--- src/rtl/rv32i_types.sv ---
// Shared types for the heterogeneous-core context swapper.
package rv32i_types;

  localparam int ARCH_REG_ADDR_W = 5;

  typedef enum logic [2:0] {
    IDLE,
    SWAP,
    LAST,
    REDIRECT,
    DONE
  } swap_state_t;

endpackage

--- src/rtl/core_context_swapper.sv ---
// Exchanges x1..x31 and fetch PCs between the OOO core and the pipelined core
// on a scheduler swap request, stalling both cores while it runs.
module core_context_swapper
  import rv32i_types::*;
#(
  parameter int XLEN     = 32,
  parameter int NUM_REGS = 32,
  parameter int CNT_W    = 16
) (
  input  logic                       clk,
  input  logic                       rst,
  input  logic                       swap_req,
  input  logic [XLEN-1:0]            ooo_pc,
  input  logic [XLEN-1:0]            ppl_pc,
  output logic [ARCH_REG_ADDR_W-1:0] ooo_rf_raddr,
  output logic [ARCH_REG_ADDR_W-1:0] ppl_rf_raddr,
  input  logic [XLEN-1:0]            ooo_rf_rdata,
  input  logic [XLEN-1:0]            ppl_rf_rdata,
  output logic                       ooo_rf_we,
  output logic                       ppl_rf_we,
  output logic [ARCH_REG_ADDR_W-1:0] ooo_rf_waddr,
  output logic [ARCH_REG_ADDR_W-1:0] ppl_rf_waddr,
  output logic [XLEN-1:0]            ooo_rf_wdata,
  output logic [XLEN-1:0]            ppl_rf_wdata,
  output logic                       ooo_pc_load,
  output logic                       ppl_pc_load,
  output logic [XLEN-1:0]            ooo_pc_next,
  output logic [XLEN-1:0]            ppl_pc_next,
  output logic                       stall_cores,
  output logic                       swap_busy,
  output logic                       swap_done,
  output logic                       thread_on_ooo,
  output logic [CNT_W-1:0]           swap_count
);

  localparam logic [ARCH_REG_ADDR_W-1:0] LAST_IDX = ARCH_REG_ADDR_W'(NUM_REGS - 1);

  swap_state_t                state_q, state_d;
  logic [ARCH_REG_ADDR_W-1:0] idx_q, idx_d;
  logic [XLEN-1:0]            pc_ooo_q, pc_ppl_q;
  logic                       busy_q;
  logic                       thread_q;
  logic [CNT_W-1:0]           swap_count_q;

  logic                       rd_en;
  logic                       wr_en;
  logic [ARCH_REG_ADDR_W-1:0] waddr;
  logic                       pc_load;
  logic                       done;

  always_ff @(posedge clk) begin
    if (rst) begin
      state_q      <= IDLE;
      idx_q        <= '0;
      busy_q       <= 1'b0;
      thread_q     <= 1'b0;
      swap_count_q <= '0;
    end else begin
      state_q <= state_d;
      idx_q   <= idx_d;
      busy_q  <= (state_d != IDLE);
      if (state_q == DONE) begin
        thread_q <= ~thread_q;
        if (swap_count_q != '1) swap_count_q <= swap_count_q + 1'b1;
      end
    end
  end

  // Captured PCs stay put for the whole swap; only a fresh acceptance reloads them.
  always_ff @(posedge clk) begin
    if (!rst && state_q == IDLE && swap_req) begin
      pc_ooo_q <= ooo_pc;
      pc_ppl_q <= ppl_pc;
    end
  end

  // Read of x[idx] and write of x[idx-1] overlap, so each register is read in
  // both files one cycle before either file overwrites it.
  always_comb begin
    state_d = state_q;
    idx_d   = idx_q;
    rd_en   = 1'b0;
    wr_en   = 1'b0;
    waddr   = '0;
    pc_load = 1'b0;
    done    = 1'b0;
    case (state_q)
      IDLE: begin
        if (swap_req) begin
          state_d = SWAP;
          idx_d   = ARCH_REG_ADDR_W'(1);
        end
      end
      SWAP: begin
        rd_en = 1'b1;
        if (idx_q > ARCH_REG_ADDR_W'(1)) begin
          wr_en = 1'b1;
          waddr = idx_q - 1'b1;
        end
        if (idx_q == LAST_IDX) state_d = LAST;
        else                   idx_d   = idx_q + 1'b1;
      end
      LAST: begin
        wr_en   = 1'b1;
        waddr   = LAST_IDX;
        state_d = REDIRECT;
      end
      REDIRECT: begin
        pc_load = 1'b1;
        state_d = DONE;
      end
      DONE: begin
        done    = 1'b1;
        state_d = IDLE;
      end
      default: state_d = IDLE;
    endcase
  end

  assign ooo_rf_raddr  = rd_en ? idx_q : '0;
  assign ppl_rf_raddr  = rd_en ? idx_q : '0;
  assign ooo_rf_we     = wr_en;
  assign ppl_rf_we     = wr_en;
  assign ooo_rf_waddr  = waddr;
  assign ppl_rf_waddr  = waddr;
  assign ooo_rf_wdata  = wr_en ? ppl_rf_rdata : '0;
  assign ppl_rf_wdata  = wr_en ? ooo_rf_rdata : '0;
  assign ooo_pc_load   = pc_load;
  assign ppl_pc_load   = pc_load;
  assign ooo_pc_next   = pc_load ? pc_ppl_q : '0;
  assign ppl_pc_next   = pc_load ? pc_ooo_q : '0;
  assign swap_busy     = busy_q;
  assign stall_cores   = busy_q;
  assign swap_done     = done;
  assign thread_on_ooo = thread_q;
  assign swap_count    = swap_count_q;

endmodule

--- config.mk ---
export PLATFORM = sky130hd
export DESIGN_NAME = core_context_swapper
export DESIGN_NICKNAME = d
export VERILOG_FILES = /design/src/rtl/rv32i_types.sv /design/src/rtl/core_context_swapper.sv
export SDC_FILE = /design/constraint.sdc
export NUM_CORES = 1
export LEC_CHECK = 0
export BUFFER_PORTS_ARGS = -buffer_cell sky130_fd_sc_hd__buf_2
export CAP_MARGIN = 0
export CORE_AREA = 5 5 114 116
export DETAILED_ROUTE_END_ITERATION = 7
export DIE_AREA = 0 0 119 121
export PLACE_DENSITY = 0.78
export SLEW_MARGIN = 40
export SYNTH_ARGS = -nofsm -noshare
export SYNTH_HDL_FRONTEND = slang
export SYNTH_SLANG_ARGS = --single-unit
--- constraint.sdc ---
create_clock -name clk -period 20.7 [get_ports clk]
set_clock_uncertainty 0.2 [all_clocks]
set_input_delay 4.14 -clock clk [delete_from_list [all_inputs] [get_ports clk]]
set_output_delay 4.14 -clock clk [all_outputs]
set_load 0.05 [all_outputs]
==> results by group, run 1 <==
Outcome
  • Result of the run: finished clean

Power
  • Worst supply voltage drop on vdd: 0.0536 mV
  • Clock power frac: 38.1%
  • Power share of the combinational group: 13.1%
  • Switch share: 27.2%
  • Internal power: 301 uW
  • Standby leakage power: 0.00302 uW
  • Relative contribution of sequential cells to total power: 48.8%
  • Power density relative to cell area: 66.7 nW/um2
  • Net switching power: 113 uW

Clock tree
  • Buffers inserted by post-CTS timing repair: 0
  • Clock-pin slew of the registers on the worst-case setup and hold paths: 0.07 ns
  • Total of cells resized after clock tree synthesis: 0
  • CTS buffer count: 9
  • Latest clock arrival within the worst-skew pair: 0.34 ns
  • Maximum level of the CTS H-tree: 3
  • Sink count of the clock tree: 90
  • CTS tree: built
  • Buffer type at the clock tree root: clkbuf_16
  • Worst-case clock buffer depth: 2
  • Post-cts hold buffer count: 0

Route
  • Drt drc: 0
  • Antenna Nets Post-Route: 0
  • Count of routing violations after the opening detailed-route iteration: 277
  • Met3 Routed Length: 1.58 mm
  • Met2 Routed Length: 6.99 mm
  • Vias per inst: 4.93
  • Average wire per cell in the routed design: 17.1 um
  • First-pass detailed-route iteration total: 5
  • Routed Wire Length: 14.4 mm
  • Vias: 4154
  • Detailed-route wire length on metal 1: 5.76 mm
  • Uppermost routed layer: met4

Finish
  • Number of antenna diodes: 0
  • Most frequent cells in the layout: buf_2, and2_1, nor2b_1, edfxtp_1, dfxtp_1
  • NumNets Final: 827
  • Most common library cell in the layout ignoring fill and taps: buf_2
  • Cell area after layout: 6200 um2
  • Fraction of final layout cells sized beyond drive strength 1: 47.3%
  • Relative area change from synthesis to final layout: 42.7%
  • Layout Utilization: 52.5%

Timing
  • RSZ-0062 raised after global routing: false
  • Setup TNS: 0 ns
  • Achievable frequency: 0.111 GHz
  • Number of setup violations in the final report: 0
  • Max-slew violation total from the final report: 0
  • Measured slew at the worst slew-check pin: 0.823 ns
  • Final number of hold-violating endpoints: 0
  • Post-layout minimum cycle time: 9.02 ns
  • Worst slew slack as a fraction of its limit: 45.2%
  • Post-route clock period utilization: 43.6%
  • Worst path setup slack after routing: 11.68 ns

Synth
  • #FFs+latches synth: 90
  • Post-Synthesis Mean Instance Area: 10.7 um2
  • Share of the yosys chip area belonging to registers: 56.2%
  • Share of synthesized registers carrying an async set or reset: 0%
  • Net Count, Synth: 544
  • Synth warnings: 0
  • Total standard cell area after synthesis: 4350 um2
  • Synthesized instance count: 408
  • Main area contributors after synthesis: edfxtp_1, dfxtp_1, and2_1
  • Largest area contributor in the netlist: edfxtp_1
  • Synth unique cells: 40
  • Most used flip-flop cell after synthesis: edfxtp_1
  • Top-area cell type share of the netlist area: 44.2%
  • EDFF count, synth: 64

Floorplanning
  • Core region area: 11800 um2
  • Effective utilization at floorplan: 36.8%
  • Overall die area: 14400 um2
  • DIE WIDTH: 119 um
  • Number of rows created at floorplan: 40
  • Boundary pin count: 303
  • Die H: 121 um

Placed design
  • Routability Congestion: 0.875
  • Post-DP HPWL: 11.5 mm
  • Buffers on Ports: 302
  • Area post-placement: 5920 um2
  • Worst Setup Slack post-DPL: 11.69 ns

Run
  • Number of max-cap violations: 0

Global route
  • Vias in the first global route: 4158
  • Largest net degree at the start of global routing: 71
  • Overflow left after global routing: 0
  • Number of antenna violations at the first check in global routing: 0
  • Global Route Usage Sum: 18.8%
  • Global-route wire length before repair: 21.6 mm

Worst setup path
  • Count of buffering cells on the critical path with inverters included: 2
  • Peak fanout along the critical path: 1
  • Arrival time of the worst setup path: 4.68 ns
  • Cell family contributing the most delay on the critical path: buffers and inverters
  • Crit start category: primary input
  • Critical Setup Path Class: primary input to output port
  • Critical path's largest stage delay: 0.33 ns
  • Cell Chain, Critical Path: buf_2 > nor2b_1 > buf_2
  • Dominant cell type by count on the critical path: buf_2
  • Worst Setup End Kind: output port
  • WP data required: 16.36 ns
  • Critical path's slowest cell: buf_2

Hold path
  • Worst Hold Class: flop to flop
## worst register-to-register path: stages (launching register included)
cell and delay (ns):
dfxtp_1 0.44, or3b_1 0.42, inv_1 0.33, nand4_1 0.30, or4_1 0.55, a21oi_1 0.20
## flip-flops by register name, summed over array words and instances (netlist names)
| signal | flops |
|---|---|
| thread_on_ooo | 1 |
| state_q | 3 |
| stall_cores | 1 |
| pc_ooo_q | 32 |
| pc_ppl_q | 32 |
| idx_q | 5 |
| swap_count | 16 |
## stage by stage
step           power (uW)  cells  hold WS (ns)
2_1_floorplan         240    408         0.281
3_3_place_gp          259    827         0.287
3_5_place_dp          260    827         0.308
4_1_cts               419    843         0.318
5_1_grt               429    843         0.341
6_report              414    843         0.317
## layer usage
metal | GRT usage [%] | vias up
met5 | 0 | -
met4 | 3.84 | 0
met3 | 7.65 | 9
met2 | 30.7 | 207
met1 | 23.7 | 1974
li1 | - | 1964
## worst paths after layout
| check | startpoint | end | slack, ns | cells past startpoint |
|---|---|---|---|---|
| hold / removal | swap_count[9] | swap_count[9] | 0.32 | 2 |
| hold reg to reg | swap_count[9] | swap_count[9] | 0.32 | 2 |
| setup / recovery | ooo_rf_rdata[1] | ppl_rf_wdata[1] | 11.68 | 3 |
| setup reg to reg | state_q[2] | swap_count[5] | 18.17 | 5 |
## cell usage after synthesis, types with 2 or more instances
master	count
nand3_1	10
nand2_1	15
xor2_1	2
or4_1	6
a21oi_1	19
a31oi_1	3
o31ai_1	4
clkbuf_1	20
nor4_1	4
or3_1	3
o211ai_1	2
ha_1	5
xnor2_1	4
nor2_1	14
or2_2	2
nor3_1	11
edfxtp_1	64
buf_4	13
and2_1	68
a211oi_1	4
dfxtp_1	26
o21ai_0	7
and3_1	3
nor2b_1	68
inv_1	9
nand2b_1	4
nand4_1	5
## power by group through the flow
stage / logic [uW] / registers, uW / clock network, uW
after floorplan: 33.7 / 207 / 0
after global placement: 53.1 / 206 / 0
after detailed placement: 54.2 / 206 / 0
after CTS: 54.3 / 202 / 163
after global routing: 57.4 / 203 / 169
final: 54.1 / 202 / 158
## final cells by class
| class | count | area [um2] |
|---|---|---|
| inverter | 9 | 33.8 |
| sequential | 90 | 2440 |
| tap | 147 | 184 |
| multi-input combinational | 276 | 1730 |
| clock buffer | 9 | 225 |
| clock inverter | 7 | 58.8 |
| fill | 1064 | 5610 |
| timing repair buffer | 305 | 1530 |
## cells by family (layout without fill, tap and decap cells)
| group | Yosys count | after routing | share of synthesized area [%] |
|---|---|---|---|
| flops | 90 | 90 | 56.2 |
| simple gates | 220 | 220 | 30.1 |
| fa+ha+maj | 5 | 5 | 1.44 |
| buf+inv | 42 | 330 | 4.75 |
| compound gates | 44 | 44 | 6.07 |
| mux | 1 | 1 | 0.230 |
| xor+xnor | 6 | 6 | 1.21 |
Note: power is estimated with default switching activity, not from simulation.
==> run 2: changes to the inputs <==
--- a/config.mk
+++ b/config.mk
@@ -5,12 +5,13 @@
 export SDC_FILE = /design/constraint.sdc
 export NUM_CORES = 1
 export LEC_CHECK = 0
+export ABC_AREA = 1
 export BUFFER_PORTS_ARGS = -buffer_cell sky130_fd_sc_hd__buf_2
 export CAP_MARGIN = 0
 export CORE_AREA = 5 5 114 116
 export DETAILED_ROUTE_END_ITERATION = 7
 export DIE_AREA = 0 0 119 121
-export PLACE_DENSITY = 0.78
+export PLACE_DENSITY = 0.8
 export SLEW_MARGIN = 40
 export SYNTH_ARGS = -nofsm -noshare
 export SYNTH_HDL_FRONTEND = slang
==> constraint.sdc (replaced) <==
create_clock -name clk -period 9.45 [get_ports clk]
set_clock_uncertainty 0.2 [all_clocks]
set_input_delay 1.89 -clock clk [delete_from_list [all_inputs] [get_ports clk]]
set_output_delay 1.89 -clock clk [all_outputs]
set_load 0.05 [all_outputs]
==> run 2 against run 1 <==
Cell count is 20% higher. Sequential share of layout area is 0.94 points lower. Non-clock buffer count is 1 lower. Via count is 5.0% higher. Worst setup slack worse by 6.8 ns. Register-to-register slack worse by 11 ns. Count of clock-buffer cells in the layout is 1 higher. Combinational power is 150% higher. Synthesized area is 5.0% higher. Cell area is 2.4% higher. Synthesized cell count is 41% higher.
==> results by group, run 2 <==
Floorplanning
  • Number of rows created at floorplan: 40 (unchanged)
  • Overall die area: 14400 um2 (unchanged)
  • DIE WIDTH: 119 um (unchanged)
  • Boundary pin count: 303 (unchanged)
  • Effective utilization at floorplan: 38.6% (was 36.8%)
  • Core region area: 11800 um2 (unchanged)
  • Die H: 121 um (unchanged)

Finish
  • Relative area change from synthesis to final layout: 39.3% (was 42.7%)
  • Number of filler instances in the final layout: 1102 (was 1064)
  • Most frequent cells in the layout: buf_2, nor2_1, inv_1, edfxtp_1, nand2_1 (was buf_2, and2_1, nor2b_1, edfxtp_1, dfxtp_1)
  • NumNets Final: 996 (was 827)
  • Number of antenna diodes: 0 (unchanged)
  • Fraction of final layout cells sized beyond drive strength 1: 38.6% (was 47.3%)
  • Most common library cell in the layout ignoring fill and taps: buf_2 (unchanged)

Timing
  • Worst slew slack as a fraction of its limit: 47.0% (was 45.2%)
  • Achievable frequency: 0.217 GHz
  • RSZ-0062 raised after global routing: false (unchanged)
  • Post-route clock period utilization: 48.7%
  • Max-slew violation total from the final report: 0 (unchanged)
  • Post-layout minimum cycle time: 4.60 ns
  • Number of setup violations in the final report: 0 (unchanged)
  • Measured slew at the worst slew-check pin: 0.794 ns (was 0.823 ns)
  • Setup TNS: 0 ns (unchanged)
  • Worst path setup slack after routing: 4.85 ns (was 11.68 ns)
  • Hold slack: 0.310 ns (was 0.317 ns)
  • Final number of hold-violating endpoints: 0 (unchanged)

Power
  • Power density relative to cell area: 146 nW/um2 (was 66.7 nW/um2)
  • Clock power frac: 37.7% (was 38.1%)
  • Worst supply voltage drop on vdd: 0.0976 mV (was 0.0536 mV)
  • Net switching power: 244 uW (was 113 uW)
  • Standby leakage power: 0.00378 uW (was 0.00302 uW)
  • Internal power: 684 uW (was 301 uW)
  • Switch share: 26.3% (was 27.2%)
  • Relative contribution of sequential cells to total power: 47.8% (was 48.8%)
  • Power share of the combinational group: 14.5% (was 13.1%)
  • Total chip power: 927 uW (was 414 uW)

Synth
  • Synth warnings: 0 (unchanged)
  • Most used flip-flop cell after synthesis: edfxtp_1 (unchanged)
  • Post-Synthesis Mean Instance Area: 7.93 um2 (was 10.7 um2)
  • Total standard cell area after synthesis: 4560 um2 (was 4350 um2)
  • Top cells by instance count after synthesis: nor2_1, inv_1, edfxtp_1, nand2_1, dfxtp_1 (was and2_1, nor2b_1, edfxtp_1, dfxtp_1, clkbuf_1)
  • EDFF count, synth: 64 (unchanged)
  • Share of the yosys chip area belonging to registers: 53.5% (was 56.2%)
  • Largest area contributor in the netlist: edfxtp_1 (unchanged)
  • Cell with the most instances after synthesis: nor2_1
  • Main area contributors after synthesis: edfxtp_1, nor2_1, inv_1 (was edfxtp_1, dfxtp_1, and2_1)
  • Synthesized instance count: 575 (was 408)
  • Top-area cell type share of the netlist area: 42.1% (was 44.2%)
  • Synth unique cells: 25 (was 40)
  • #FFs+latches synth: 90 (unchanged)
  • Net Count, Synth: 711 (was 544)
  • Share of synthesized registers carrying an async set or reset: 0% (unchanged)

Worst setup path
  • Peak fanout along the critical path: 1 (unchanged)
  • Crit start category: primary input (unchanged)
  • Critical Setup Path Class: primary input to output port (unchanged)
  • WP data required: 7.36 ns (was 16.36 ns)
  • Arrival time of the worst setup path: 2.51 ns (was 4.68 ns)
  • Worst Setup End Kind: output port (unchanged)

Clock tree
  • CTS buffer count: 9 (unchanged)
  • Total of cells resized after clock tree synthesis: 0 (unchanged)
  • Maximum level of the CTS H-tree: 3 (unchanged)
  • Buffer type at the clock tree root: clkbuf_16 (unchanged)
  • Clock-pin slew of the registers on the worst-case setup and hold paths: 0.06 ns (was 0.07 ns)
  • Worst-case clock buffer depth: 2 (unchanged)
  • CTS tree: built (unchanged)
  • Buffers inserted by post-CTS timing repair: 0 (unchanged)
  • Latest clock arrival within the worst-skew pair: 0.33 ns (was 0.34 ns)
  • Post-cts hold buffer count: 0 (unchanged)
  • Sink count of the clock tree: 90 (unchanged)

Placed design
  • Routability Congestion: 0.861 (was 0.875)
  • Buffers on Ports: 302 (unchanged)
  • Post-DP HPWL: 10.8 mm (was 11.5 mm)
  • Worst Setup Slack post-DPL: 4.91 ns (was 11.69 ns)

Global route
  • Global-route wire length before repair: 20.7 mm (was 21.6 mm)
  • Overflow left after global routing: 0 (unchanged)
  • Vias in the first global route: 4069 (was 4158)
  • Largest net degree at the start of global routing: 71 (unchanged)
  • Number of antenna violations at the first check in global routing: 1 (was 0)
  • Global Route Usage Sum: 17.9% (was 18.8%)

Route
  • Count of routing violations after the opening detailed-route iteration: 229 (was 277)
  • Average wire per cell in the routed design: 13.5 um (was 17.1 um)
  • First-pass detailed-route iteration total: 4 (was 5)
  • Vias: 4363 (was 4154)
  • Antenna Nets Post-Route: 0 (unchanged)
  • Vias per inst: 4.31 (was 4.93)
  • Drt drc: 0 (unchanged)
  • Routed Wire Length: 13.7 mm (was 14.4 mm)

Hold path
  • Worst Hold Class: flop to flop (unchanged)

Outcome
  • Result of the run: finished clean (unchanged)

Run
  • Number of max-cap violations: 0 (unchanged)
## run 2: logic make-up after synthesis
group           share of synthesized area (%)
xor+xnor                                0.960
buf+inv                                  17.4
compound gates                           3.62
simple gates                             23.1
flops                                    53.5
fa+ha+maj                                1.37
## run 2: path summary, 6_finish.rpt
check / cells after the start / to / slack, ns / start
min: 2 / thread_on_ooo / 0.31 / thread_on_ooo
max: 4 / ppl_rf_wdata[2] / 4.85 / ooo_rf_rdata[2]
max reg2reg: 4 / pc_ppl_q[8] / 7.33 / state_q[1]
min reg2reg: 2 / thread_on_ooo / 0.31 / thread_on_ooo
## run 2: cell type report
type | count | area, um2 | area share (%)
Timing Repair Buffer | 304 | 1530 | 24.0
Multi-Input combinational cell | 303 | 1340 | 21.0
Clock inverter | 6 | 65.1 | 1.02
Clock buffer | 10 | 229 | 3.60
Sequential cell | 90 | 2440 | 38.4
Inverter | 152 | 573 | 9.02
Tap cell | 147 | 184 | 2.89
## run 2: critical path: stages
cell	delay, ns
buf_2	0.09
inv_1	0.04
nor2_1	0.18
buf_2	0.31
## run 2: power groups by stage
stage          Combinational, uW  Sequential [uW]  Clock [uW]
3_3_place_gp                 132              451           0
5_1_grt                      145              444         380
6_report                     134              443         350
4_1_cts                      135              443         362
2_1_floorplan               90.4              453           0
3_5_place_dp                 134              452           0
## run 2: stage by stage
step                util, %  instance area (um2)  cells
floorplan                 -                 4560    575
global placement       51.3                 6060    996
detailed placement     51.3                 6060    996
CTS                    53.8                 6350   1012
global route           53.8                 6350   1012
finish                 53.8                 6350   1012
## run 2: routing by layer
layer	global-route usage, %	vias up	part of all wire, %
li1	-	2262	-
met1	22.6	1940	41
met2	31.0	145	52
met3	4.38	14	5.8
met4	4.34	2	1.4
met5	0	-	0.095
==> run 3: changes to the inputs <==
--- a/config.mk
+++ b/config.mk
@@ -5,13 +5,13 @@
 export SDC_FILE = /design/constraint.sdc
 export NUM_CORES = 1
 export LEC_CHECK = 0
-export ABC_AREA = 1
+export ABC_AREA = 0
 export BUFFER_PORTS_ARGS = -buffer_cell sky130_fd_sc_hd__buf_2
 export CAP_MARGIN = 0
-export CORE_AREA = 5 5 114 116
+export CORE_MARGIN = 5
+export CORE_UTILIZATION = 38
 export DETAILED_ROUTE_END_ITERATION = 7
-export DIE_AREA = 0 0 119 121
-export PLACE_DENSITY = 0.8
+export PLACE_DENSITY = 0.83
 export SLEW_MARGIN = 40
 export SYNTH_ARGS = -nofsm -noshare
 export SYNTH_HDL_FRONTEND = slang
==> constraint.sdc (replaced) <==
create_clock -name clk -period 4.04 [get_ports clk]
set_clock_uncertainty 0.2 [all_clocks]
set_input_delay 0.808 -clock clk [delete_from_list [all_inputs] [get_ports clk]]
set_output_delay 0.808 -clock clk [all_outputs]
set_load 0.05 [all_outputs]
==> run 3 against run 2 <==
Cell count is 17% lower. Sequential power is 130% higher. Highest routed layer unchanged. Sequential cell count stayed put. Global-route usage is 0.80 points lower.
==> results by group, run 3 (synthesis results as in run 1) <==
Route
  • Antenna Nets Post-Route: 0 (unchanged)
  • Vias per inst: 4.68 (was 4.31)
  • Average wire per cell in the routed design: 15.4 um (was 13.5 um)
  • Count of routing violations after the opening detailed-route iteration: 87 (was 229)
  • Drt drc: 0 (unchanged)
  • Vias: 3936 (was 4363)
  • First-pass detailed-route iteration total: 4 (unchanged)
  • Routed Wire Length: 13.0 mm (was 13.7 mm)

Placed design
  • Routability Congestion: 0.764 (was 0.861)
  • Post-DP HPWL: 10.3 mm (was 10.8 mm)
  • Area post-placement: 5930 um2 (was 6060 um2)
  • Worst Setup Slack post-DPL: 0.744 ns (was 4.91 ns)
  • Buffers on Ports: 302 (unchanged)

Finish
  • Fraction of final layout cells sized beyond drive strength 1: 47.5% (was 38.6%)
  • Cell area after layout: 6250 um2 (was 6350 um2)
  • Relative area change from synthesis to final layout: 43.8% (was 39.3%)
  • NumNets Final: 828 (was 996)
  • Most frequent cells in the layout: buf_2, and2_1, nor2b_1, edfxtp_1, dfxtp_1 (was buf_2, nor2_1, inv_1, edfxtp_1, nand2_1)
  • Most common library cell in the layout ignoring fill and taps: buf_2 (unchanged)

Power
  • Internal power: 1610 uW (was 684 uW)
  • Net switching power: 560 uW (was 244 uW)
  • Power share of the combinational group: 12.6% (was 14.5%)
  • Relative contribution of sequential cells to total power: 47.7% (was 47.8%)
  • Standby leakage power: 0.00304 uW (was 0.00378 uW)
  • Power density relative to cell area: 347 nW/um2 (was 146 nW/um2)
  • Clock power frac: 39.8% (was 37.7%)
  • Worst supply voltage drop on vdd: 0.308 mV (was 0.0976 mV)
  • Switch share: 25.8% (was 26.3%)
  • Total chip power: 2170 uW (was 927 uW)

Timing
  • Worst path setup slack after routing: 0.404 ns (was 4.85 ns)
  • Post-layout minimum cycle time: 3.64 ns
  • Post-route clock period utilization: 90.0%
  • Number of setup violations in the final report: 0 (unchanged)
  • Setup TNS: 0 ns (unchanged)
  • Final number of hold-violating endpoints: 0 (unchanged)
  • Max-slew violation total from the final report: 0 (unchanged)
  • Achievable frequency: 0.275 GHz
  • Worst slew slack as a fraction of its limit: 49.7% (was 47.0%)
  • RSZ-0062 raised after global routing: false (unchanged)
  • Measured slew at the worst slew-check pin: 0.755 ns (was 0.794 ns)

Floorplanning
  • Overall die area: 13700 um2 (was 14400 um2)
  • DIE WIDTH: 117 um (was 119 um)
  • Number of rows created at floorplan: 39 (was 40)
  • Effective utilization at floorplan: 38.4% (was 38.6%)
  • Boundary pin count: 303 (unchanged)
  • Die H: 117 um (was 121 um)
  • Core region area: 11300 um2 (was 11800 um2)

Global route
  • Number of antenna violations at the first check in global routing: 2 (was 1)
  • Largest net degree at the start of global routing: 68 (was 71)
  • Vias in the first global route: 3578 (was 4069)
  • Global-route wire length before repair: 18.0 mm (was 20.7 mm)
  • Overflow left after global routing: 0 (unchanged)
  • Global Route Usage Sum: 17.1% (was 17.9%)

Clock tree
  • CTS buffer count: 9 (unchanged)
  • Buffer type at the clock tree root: clkbuf_16 (unchanged)
  • Maximum level of the CTS H-tree: 3 (unchanged)
  • Latest clock arrival within the worst-skew pair: 0.34 ns (was 0.33 ns)
  • Buffers inserted by post-CTS timing repair: 0 (unchanged)
  • Worst-case clock buffer depth: 2 (unchanged)
  • Total of cells resized after clock tree synthesis: 0 (unchanged)
  • Post-cts hold buffer count: 0 (unchanged)
  • CTS tree: built (unchanged)
  • Sink count of the clock tree: 90 (unchanged)
  • Clock-pin slew of the registers on the worst-case setup and hold paths: 0.07 ns (was 0.06 ns)

Worst setup path
  • Peak fanout along the critical path: 46 (was 1)
  • Crit start category: flop (was primary input)
  • Capture point of the worst reg-to-reg path: swap_count[9] (was pc_ppl_q[8])
  • Capture point of the critical path: ppl_rf_wdata[22] (was ppl_rf_wdata[2])
  • Worst Setup End Kind: output port (unchanged)
  • Register-to-Register Path Depth: 5 (was 4)
  • WP data required: 3.03 ns (was 7.36 ns)
  • Launch point of the worst path: state_q[1] (was ooo_rf_rdata[2])
  • Worst-case register-to-register setup slack: 1.65 ns (was 7.33 ns)
  • Arrival time of the worst setup path: 2.63 ns (was 2.51 ns)
  • Launching point of the worst reg2reg path: state_q[2] (was state_q[1])
  • Critical Setup Path Class: flop to output port (was primary input to output port)

Hold path
  • Worst Hold Class: flop to flop (unchanged)

Outcome
  • Result of the run: finished clean (unchanged)

Run
  • Number of max-cap violations: 0 (unchanged)
[run 3: per-stage QoR]
step / std cells / hold WS, ns / util, %
CTS: 840 / 0.315 / 55.2
finish: 841 / 0.313 / 55.2
floorplan: 408 / 0.281 / -
global placement: 824 / 0.293 / 52.3
global route: 841 / 0.356 / 55.2
detailed placement: 824 / 0.299 / 52.4
[run 3: how the worst min path moves through the flow]
stage / start / endpoint / slack, ns / cells past startpoint
3_3_place_gp: thread_on_ooo / thread_on_ooo / 0.29 / 2
2_1_floorplan: idx_q[4] / idx_q[4] / 0.28 / 2
4_1_cts: swap_count[7] / swap_count[7] / 0.31 / 2
5_1_grt: swap_count[6] / swap_count[6] / 0.36 / 2
3_5_place_dp: swap_count[7] / swap_count[7] / 0.30 / 2
6_report: swap_count[7] / swap_count[7] / 0.31 / 2
[run 3: power by group through the flow]
stage	Sequential [uW]	Combinational (uW)	Clock (uW)
after floorplan	1060	174	0
after global placement	1050	272	0
after detailed placement	1060	273	0
after CTS	1030	274	884
after global routing	1040	291	934
final	1030	273	863
[run 3: cell type report]
| type | count | area, um2 |
|---|---|---|
| diodes | 1 | 2.50 |
| clock inverters | 7 | 90.1 |
| flip-flops and latches | 90 | 2440 |
| inverters | 9 | 33.8 |
| well taps | 143 | 179 |
| multi-input cells | 276 | 1740 |
| fillers | 1015 | 5070 |
| clock buffers | 9 | 225 |
| repair buffers | 306 | 1540 |
[run 3: worst max-delay path, cell delays in order (launching register included)]
cell and delay (ns):
dfxtp_1 0.35, or2_2 0.40, nor2_1 0.46, a21boi_4 0.29, buf_4 0.35, nor2b_1 0.16, buf_2 0.27
[run 3: layer usage]
metal  up-vias  global-route usage, %  share of wire [%]
li1       1972                      -                  -
met1      1781                   21.0                 39
met2       164                   27.9                 49
met3        17                   7.30                 11
met4         2                   4.51                1.4
met5         -                      0              0.054
